--- config.mk ---
export PLATFORM = sky130hd
export DESIGN_NAME = alu_exec_unit
export DESIGN_NICKNAME = d
export VERILOG_FILES = /design/src/rtl/alu_exec_unit.sv
export SDC_FILE = /design/constraint.sdc
export NUM_CORES = 1
export LEC_CHECK = 0
export ABC_AREA = 1
export CAP_MARGIN = 20
export CORE_MARGIN = 10
export CORE_UTILIZATION = 40
export CTS_CLUSTER_SIZE = 10
export DETAILED_ROUTE_END_ITERATION = 6
export PLACE_DENSITY = 0.56
export SYNTH_ARGS = -nofsm -noshare
export SYNTH_HDL_FRONTEND = slang
export SYNTH_SLANG_ARGS = --single-unit
--- constraint.sdc ---
create_clock -name clk -period 16.2 [get_ports clk]
set_input_delay 4.86 -clock clk [delete_from_list [all_inputs] [get_ports clk]]
set_output_delay 4.86 -clock clk [all_outputs]
set_load 0.01 [all_outputs]
--- src/rtl/alu_exec_unit.sv ---
// Registered ALU execution stage: decodes ALUOp/funct3, runs single-cycle ops in one cycle,
// and multiplies iteratively by shift-add, with valid/ready on both sides and branch flags.
module alu_exec_unit #(
  parameter int WIDTH    = 32,
  parameter int MUL_BITS = 1
) (
  input  logic             clk,
  input  logic             rst,
  input  logic             in_valid,
  output logic             in_ready,
  input  logic [1:0]       alu_op,
  input  logic [2:0]       funct3,
  input  logic [WIDTH-1:0] op_a,
  input  logic [WIDTH-1:0] op_b,
  input  logic             flush,
  output logic             out_valid,
  input  logic             out_ready,
  output logic [WIDTH-1:0] res,
  output logic [2:0]       alu_ctrl,
  output logic             flag_z,
  output logic             flag_n,
  output logic             flag_c,
  output logic             flag_v
);

  localparam int SHW   = $clog2(WIDTH);
  localparam int ITERS = WIDTH / MUL_BITS;
  localparam int CW    = $clog2(ITERS + 1);

  localparam logic [1:0] IDLE = 2'd0;
  localparam logic [1:0] MUL  = 2'd1;
  localparam logic [1:0] HOLD = 2'd2;

  localparam logic [2:0] C_SUB = 3'b000;
  localparam logic [2:0] C_MUL = 3'b001;
  localparam logic [2:0] C_OR  = 3'b010;
  localparam logic [2:0] C_SLL = 3'b011;
  localparam logic [2:0] C_CMM = 3'b100;
  localparam logic [2:0] C_CME = 3'b101;
  localparam logic [2:0] C_CMP = 3'b110;
  localparam logic [2:0] C_ADD = 3'b111;

  logic [1:0]       state;
  logic [WIDTH-1:0] acc, mcand, mplier, acc_next, alu_res;
  logic [CW-1:0]    cnt;
  logic [2:0]       dec;
  logic [WIDTH:0]   sum_ext, dif_ext;
  logic             accept, lt, eq, is_arith, nxt_c, nxt_v;

  assign in_ready = (state == IDLE) || (state == HOLD && out_ready);
  assign accept   = in_valid && in_ready && !flush;

  always_comb begin
    dec = C_OR;
    if (alu_op == 2'b01) begin
      case (funct3)
        3'b001:  dec = C_SUB;
        3'b010:  dec = C_MUL;
        3'b011:  dec = C_OR;
        3'b100:  dec = C_SLL;
        default: dec = C_OR;
      endcase
    end else if (alu_op == 2'b00) begin
      case (funct3)
        3'b111:  dec = C_ADD;
        3'b101:  dec = C_CMM;
        3'b110:  dec = C_CME;
        3'b000:  dec = C_CMP;
        default: dec = C_OR;
      endcase
    end
  end

  // Subtract as A + ~B + 1 so the top bit is the not-borrow carry.
  assign sum_ext  = {1'b0, op_a} + {1'b0, op_b};
  assign dif_ext  = {1'b0, op_a} + {1'b0, ~op_b} + {{WIDTH{1'b0}}, 1'b1};
  assign lt       = $signed(op_a) < $signed(op_b);
  assign eq       = (op_a == op_b);
  assign is_arith = (dec == C_ADD) || (dec == C_SUB) || (dec == C_CMP);

  always_comb begin
    alu_res = '0;
    nxt_c   = 1'b0;
    nxt_v   = 1'b0;
    case (dec)
      C_ADD: begin
        alu_res = sum_ext[WIDTH-1:0];
        nxt_c   = sum_ext[WIDTH];
        nxt_v   = (op_a[WIDTH-1] == op_b[WIDTH-1]) && (sum_ext[WIDTH-1] != op_a[WIDTH-1]);
      end
      C_SUB, C_CMP: begin
        alu_res = dif_ext[WIDTH-1:0];
        nxt_c   = dif_ext[WIDTH];
        nxt_v   = (op_a[WIDTH-1] != op_b[WIDTH-1]) && (dif_ext[WIDTH-1] != op_a[WIDTH-1]);
      end
      C_OR:    alu_res = op_a | op_b;
      C_SLL:   alu_res = op_a << op_b[SHW-1:0];
      C_CMM:   alu_res = {{(WIDTH-1){1'b0}}, lt};
      C_CME:   alu_res = {{(WIDTH-1){1'b0}}, lt | eq};
      default: alu_res = '0;
    endcase
  end

  // One shift-add step consumes MUL_BITS multiplier bits; upper product bits fall off.
  always_comb begin
    acc_next = acc;
    for (int j = 0; j < MUL_BITS; j++) begin
      if (mplier[j]) acc_next = acc_next + (mcand << j);
    end
  end

  always_ff @(posedge clk or posedge rst) begin
    if (rst) begin
      state     <= IDLE;
      out_valid <= 1'b0;
      res       <= '0;
      alu_ctrl  <= 3'b000;
      flag_z    <= 1'b0;
      flag_n    <= 1'b0;
      flag_c    <= 1'b0;
      flag_v    <= 1'b0;
      acc       <= '0;
      mcand     <= '0;
      mplier    <= '0;
      cnt       <= '0;
    end else if (flush) begin
      state     <= IDLE;
      out_valid <= 1'b0;
      acc       <= '0;
      cnt       <= '0;
    end else begin
      case (state)
        IDLE, HOLD: begin
          if (accept) begin
            alu_ctrl <= dec;
            if (dec == C_MUL) begin
              acc       <= '0;
              mcand     <= op_a;
              mplier    <= op_b;
              cnt       <= '0;
              out_valid <= 1'b0;
              state     <= MUL;
            end else begin
              res       <= alu_res;
              out_valid <= 1'b1;
              state     <= HOLD;
              if (is_arith) begin
                flag_z <= (alu_res == '0);
                flag_n <= alu_res[WIDTH-1];
                flag_c <= nxt_c;
                flag_v <= nxt_v;
              end
            end
          end else if (state == HOLD && out_ready) begin
            out_valid <= 1'b0;
            state     <= IDLE;
          end
        end
        MUL: begin
          acc    <= acc_next;
          mcand  <= mcand << MUL_BITS;
          mplier <= mplier >> MUL_BITS;
          cnt    <= cnt + 1'b1;
          if (cnt == CW'(ITERS - 1)) begin
            res       <= acc_next;
            out_valid <= 1'b1;
            cnt       <= '0;
            state     <= HOLD;
          end
        end
        default: state <= IDLE;
      endcase
    end
  end

endmodule

After elaboration in Yosys (flattened, before gate mapping)
Index checks and enable logic that the tools add are counted.
W data, S select, Z words.
- bits in latches: 0
- flip-flop bits (word level): 144
- word-level logic and storage cells: 118
- memory bits (writable): 0
- bits in read-only memories: 0
- output and inout port bits: 41
- input bits: 74
- memories kept: 0
- multipliers: 0
- multiplexer cells: 39
- $lt $le $gt $ge: 1
- $add $sub $neg: 5
- divide/modulo/power cells: 0
- shift-type cells: 1
- reductions and logical operators: 25
- bitwise logic cells: 5
- eq/ne operators: 30
- operators by type and width (kind ; number):
    $mux W32 ; 11
    $pmux W32 S2 ; 4
    $pmux W32 S6 ; 1
    $add A32 B32 Y33 ; 2
    $add A33 B1 Y33 const B ; 1
    $add A32 B32 Y32 ; 1
    $eq A32 B32 Y1 ; 1
    $logic_not A32 Y1 ; 1
    $lt A32 B32 Y1 ; 1
    $not A32 Y32 ; 1
    $or A32 B32 Y32 ; 1
    $shl A32 B5 Y32 ; 1
    $eq A3 B3 Y1 const B ; 8
    $mux W6 ; 4
    $pmux W3 S4 ; 1
    $pmux W6 S2 ; 1
    $mux W2 ; 5
    $reduce_and A5 Y1 ; 2
    $eq A3 B2 Y1 const B ; 3
    $ne A3 B3 Y1 const B ; 3
    $reduce_and A3 Y1 ; 3
    $ne A2 B2 Y1 const B ; 4
    $add A6 B1 Y6 const B ; 1
    $eq A3 B1 Y1 const B ; 2
    23 further kinds ; 43

Logic depth before layout (Yosys ltp)
- word-level depth: 10
- gate-level depth with buffers: 23
- gate-level depth less buffers: 21

Worst setup path before layout
No wires, ideal clock.
- path kind: input-to-output
- start: input port out_ready
- end: output port in_ready
- stages: 2
- path buffers: 0
- data required time: 11340 ps
- path slack: 6224 ps
- data arrival time: 5116 ps
- cells stage by stage: inv_1 a21oi_1
- longest elaborated chain between the ends: 2
- RTL lines (item ; line ; text):
    start, declared ; 17 ; input logic out_ready,
    $logic_and A1 B1 Y1 ; 50 ; assign in_ready = (state == IDLE) || (state == HOLD && out_ready);
    $logic_or A1 B1 Y1 ; 50 ;
    end, declared ; 10 ; output logic in_ready,
Every way passes these cells.

Worst setup path in the final report
Same ends and word-level chain as after synthesis.

==> flow_summary.json <==
{
  "status": "finished clean",
  "io-pin-count": 115,
  "finalCritPeriodShare_pct": 67.7,
  "drc": 0,
  "setup_viol": 0,
  "power_frac_comb_pct": 47.3,
  "p_sw_share_pct": 45.2,
  "clockBufferDepth": 2,
  "clk_pin_slew_worst_paths_ns": 0.07,
  "finalInstanceArea_sq_um": 18400,
  "maxCapViolCount": 0,
  "crit_arrival_ns": 6.10,
  "grt_pass1_wl_um": 105000,
  "worstHoldPathType": "flip-flop to flip-flop",
  "wl_met3_um": 3610,
  "fmax_mhz": 91.2,
  "rsz0062_at_grt": "false",
  "syn_nets": 2995,
  "clock_latency_ns": 0.48,
  "skew_ns": 0.0114,
  "vias_per_cell": 5.52,
  "critPathCaptureType": "primary output",
  "core_area_sq_um": 40800,
  "nets": 3020,
  "place_inst": 3327,
  "cts_num_sinks": 144,
  "place_congestion": 0.966,
  "drt.antenna.violating_nets": 0,
  "syn_inst": 2789,
  "n_antenna_cell": 0,
  "regToRegSetupSlack_ns": 13.01,
  "synth-edff-count": 0,
  "fin_setup_tns_ns": 0,
  "crit_type": "input pin to primary output",
  "dr_wl_met2_um": 31700,
  "wl_per_cell_um": 20.4,
  "antenna_found_initial": 1,
  "fp.dieW_um": 223,
  "p_clk_share_pct": 22.2,
  "cts_hold_buffers": 0,
  "worstPathRequired_ns": 11.34,
  "cts_tree": "done",
  "drtIter0Drc": 1578,
  "vdd_drop_max_mv": 0.0620,
  "die_y_um": 223,
  "max_slew_margin_pct": 30.3,
  "layoutNonFillerInstCount": 3359,
  "finalWirelength_um": 68700,
  "drive_gt1_share_pct": 2.97,
  "die_area_sq_um": 49900,
  "grt.total_usage_pct": 27.0,
  "cts_buffers": 17,
  "power.density_nw_per_um2": 98.1,
  "portBuffers": 114,
  "worstMarginPinSlew_ns": 1.04,
  "start_util_pct": 40.5,
  "cts_resized": 0,
  "yosysUniqueCellTypes": 44,
  "top_layer": "met4",
  "power_switching_uw": 819,
  "whs_ns": 0.491,
  "area_delta_synth_final_pct": 11.5,
  "ys.flop_type": "dfrtp_1",
  "start_kind": "input pin",
  "slew_viol_final": 0,
  "cts_root_buf": "clkbuf_16",
  "p_seq_share_pct": 30.4,
  "yosysSeqAreaShare_pct": 21.8,
  "ys_ff_latch": 144,
  "num_rows": 74,
  "synthArstFlopShare_pct": 100,
  "p_leak_nw": 9.19,
  "yosys_warnings": 0,
  "p_int_uw": 991,
  "pre_cts_slack_ns": 5.24,
  "fin_crit_ns": 10.96,
  "final_util_pct": 45.2,
  "cts_setup_buffers": 0,
  "grt_pass1_vias": 18000,
  "fin_ws_ns": 5.24,
  "place_area_sq_um": 17900,
  "firstDrtPassIters": 5,
  "htreeDepth": 4,
  "finalPower_mw": 1.81,
  "dr_total_vias": 18500,
  "synth_area_sq_um": 16500,
  "syn_avg_cell_area_sq_um": 5.93,
  "wl_met1_um": 30700,
  "finalHoldViolCount": 0,
  "cp_max_fo": 2,
  "dp_hpwl_um": 55700,
  "grt_start_max_net_pins": 91,
  "grt-ovfl-total": 0
}
-- flip-flops by register name, summed over array words and instances, names as in the netlist --
signal and cells:
flag_c 1, cnt 6, acc 32, alu_ctrl 3, out_valid 1, mplier 32, flag_z 1, flag_n 1
flag_v 1, state 2, mcand 32, res 32
-- power by group through the flow --
stage / logic (mW) / clock network, mW / registers [mW]
finish: 0.856 / 0.402 / 0.551
global route: 0.958 / 0.425 / 0.565
CTS: 0.850 / 0.409 / 0.551
detailed placement: 0.845 / 0 / 0.557
global placement: 0.836 / 0 / 0.556
floorplan: 0.535 / 0 / 0.548
-- layout by cell type (no fill, tap or decap), drive strengths merged --
cell type and n:
nor4 4, or2 12, nor2 297, o21a 2
inv 420, clkdlybuf4s50 114, o211ai 73, a21boi 1
fa 3, clkinvlp 3, o22ai 16, buf 14
and2 5, a31oi 34, a31o 1, a211oi 1
a21o 8, nand2 757, nor3 21, clkinv 2
bufinv 1, and3 2, o221ai 1, nand4 39
a221oi 1, ha 129, xnor2 1, o21ai 185
nand3 343, nand3b 2, a21oi 146, o21bai 12
clkbuf 18, dfrtp 144, xor2 15
-- per-layer routing --
metal	track usage, %	up-vias
met4	10.7	0
met5	0	-
met1	35.3	8690
li1	-	9127
met2	44.1	585
met3	3.53	125
-- Yosys cell counts (4+ instances only) --
library cell / number / area, sq um
nor2_1: 294 / 1100
ha_1: 129 / 1610
nand3_1: 337 / 1690
a21oi_1: 145 / 726
clkbuf_1: 62 / 233
nor3_1: 21 / 105
o211ai_1: 73 / 548
inv_1: 401 / 1510
a21o_1: 8 / 60.1
a31oi_1: 34 / 213
o21bai_1: 12 / 90.1
o22ai_1: 16 / 100
and2_1: 4 / 25.0
buf_6: 10 / 113
xor2_1: 15 / 131
or2_2: 12 / 75.1
buf_4: 4 / 30.0
inv_2: 11 / 41.3
buf_2: 41 / 205
o21ai_0: 174 / 871
nand2_1: 754 / 2830
o21ai_1: 11 / 55.1
dfrtp_1: 144 / 3600
nor4_1: 4 / 25.0
nand3_2: 5 / 50.1
nand4_1: 39 / 244
-- cell type report --
class / count / area, sq um
clock buffers: 18 / 429
flip-flops and latches: 144 / 3600
repair buffers: 128 / 1250
fillers: 4467 / 22400
well taps: 532 / 666
multi-input cells: 2111 / 10800
clock inverters: 14 / 148
inverters: 412 / 1550
-- kinds of logic (layout without fill, tap and decap cells) --
group / after synthesis / count (layout) / synth area share [%]
and+or+nand+nor: 1482 / 1482 / 37.7
xor gates and xnor gates: 16 / 16 / 0.847
AOI/OAI and AO/OA: 481 / 481 / 16.5
adders and majority gates: 132 / 132 / 10.1
buffers and inverters: 534 / 572 / 13.0
DFF: 144 / 144 / 21.8
-- final timing paths --
path,to,cells after the start,from
setup reg to reg,res[14]$_DFFE_PP0P_,9,state[0]$_DFFE_PP0P_
min in group asynchronous,res[7]$_DFFE_PP0P_,2,rst
max in group asynchronous,mplier[15]$_DFFE_PP0P_,3,rst
hold reg to reg,alu_ctrl[1]$_DFFE_PP0P_,2,alu_ctrl[1]$_DFFE_PP0P_
hold / removal,alu_ctrl[1]$_DFFE_PP0P_,2,alu_ctrl[1]$_DFFE_PP0P_
setup / recovery,in_ready,4,out_ready
-- worst max-delay path: stages --
cell and delay (ns):
clkdlybuf4s50_1 0.47, inv_1 0.04, a21oi_1 0.15, clkdlybuf4s50_1 0.57
Power figures use the tool's default switching activity.
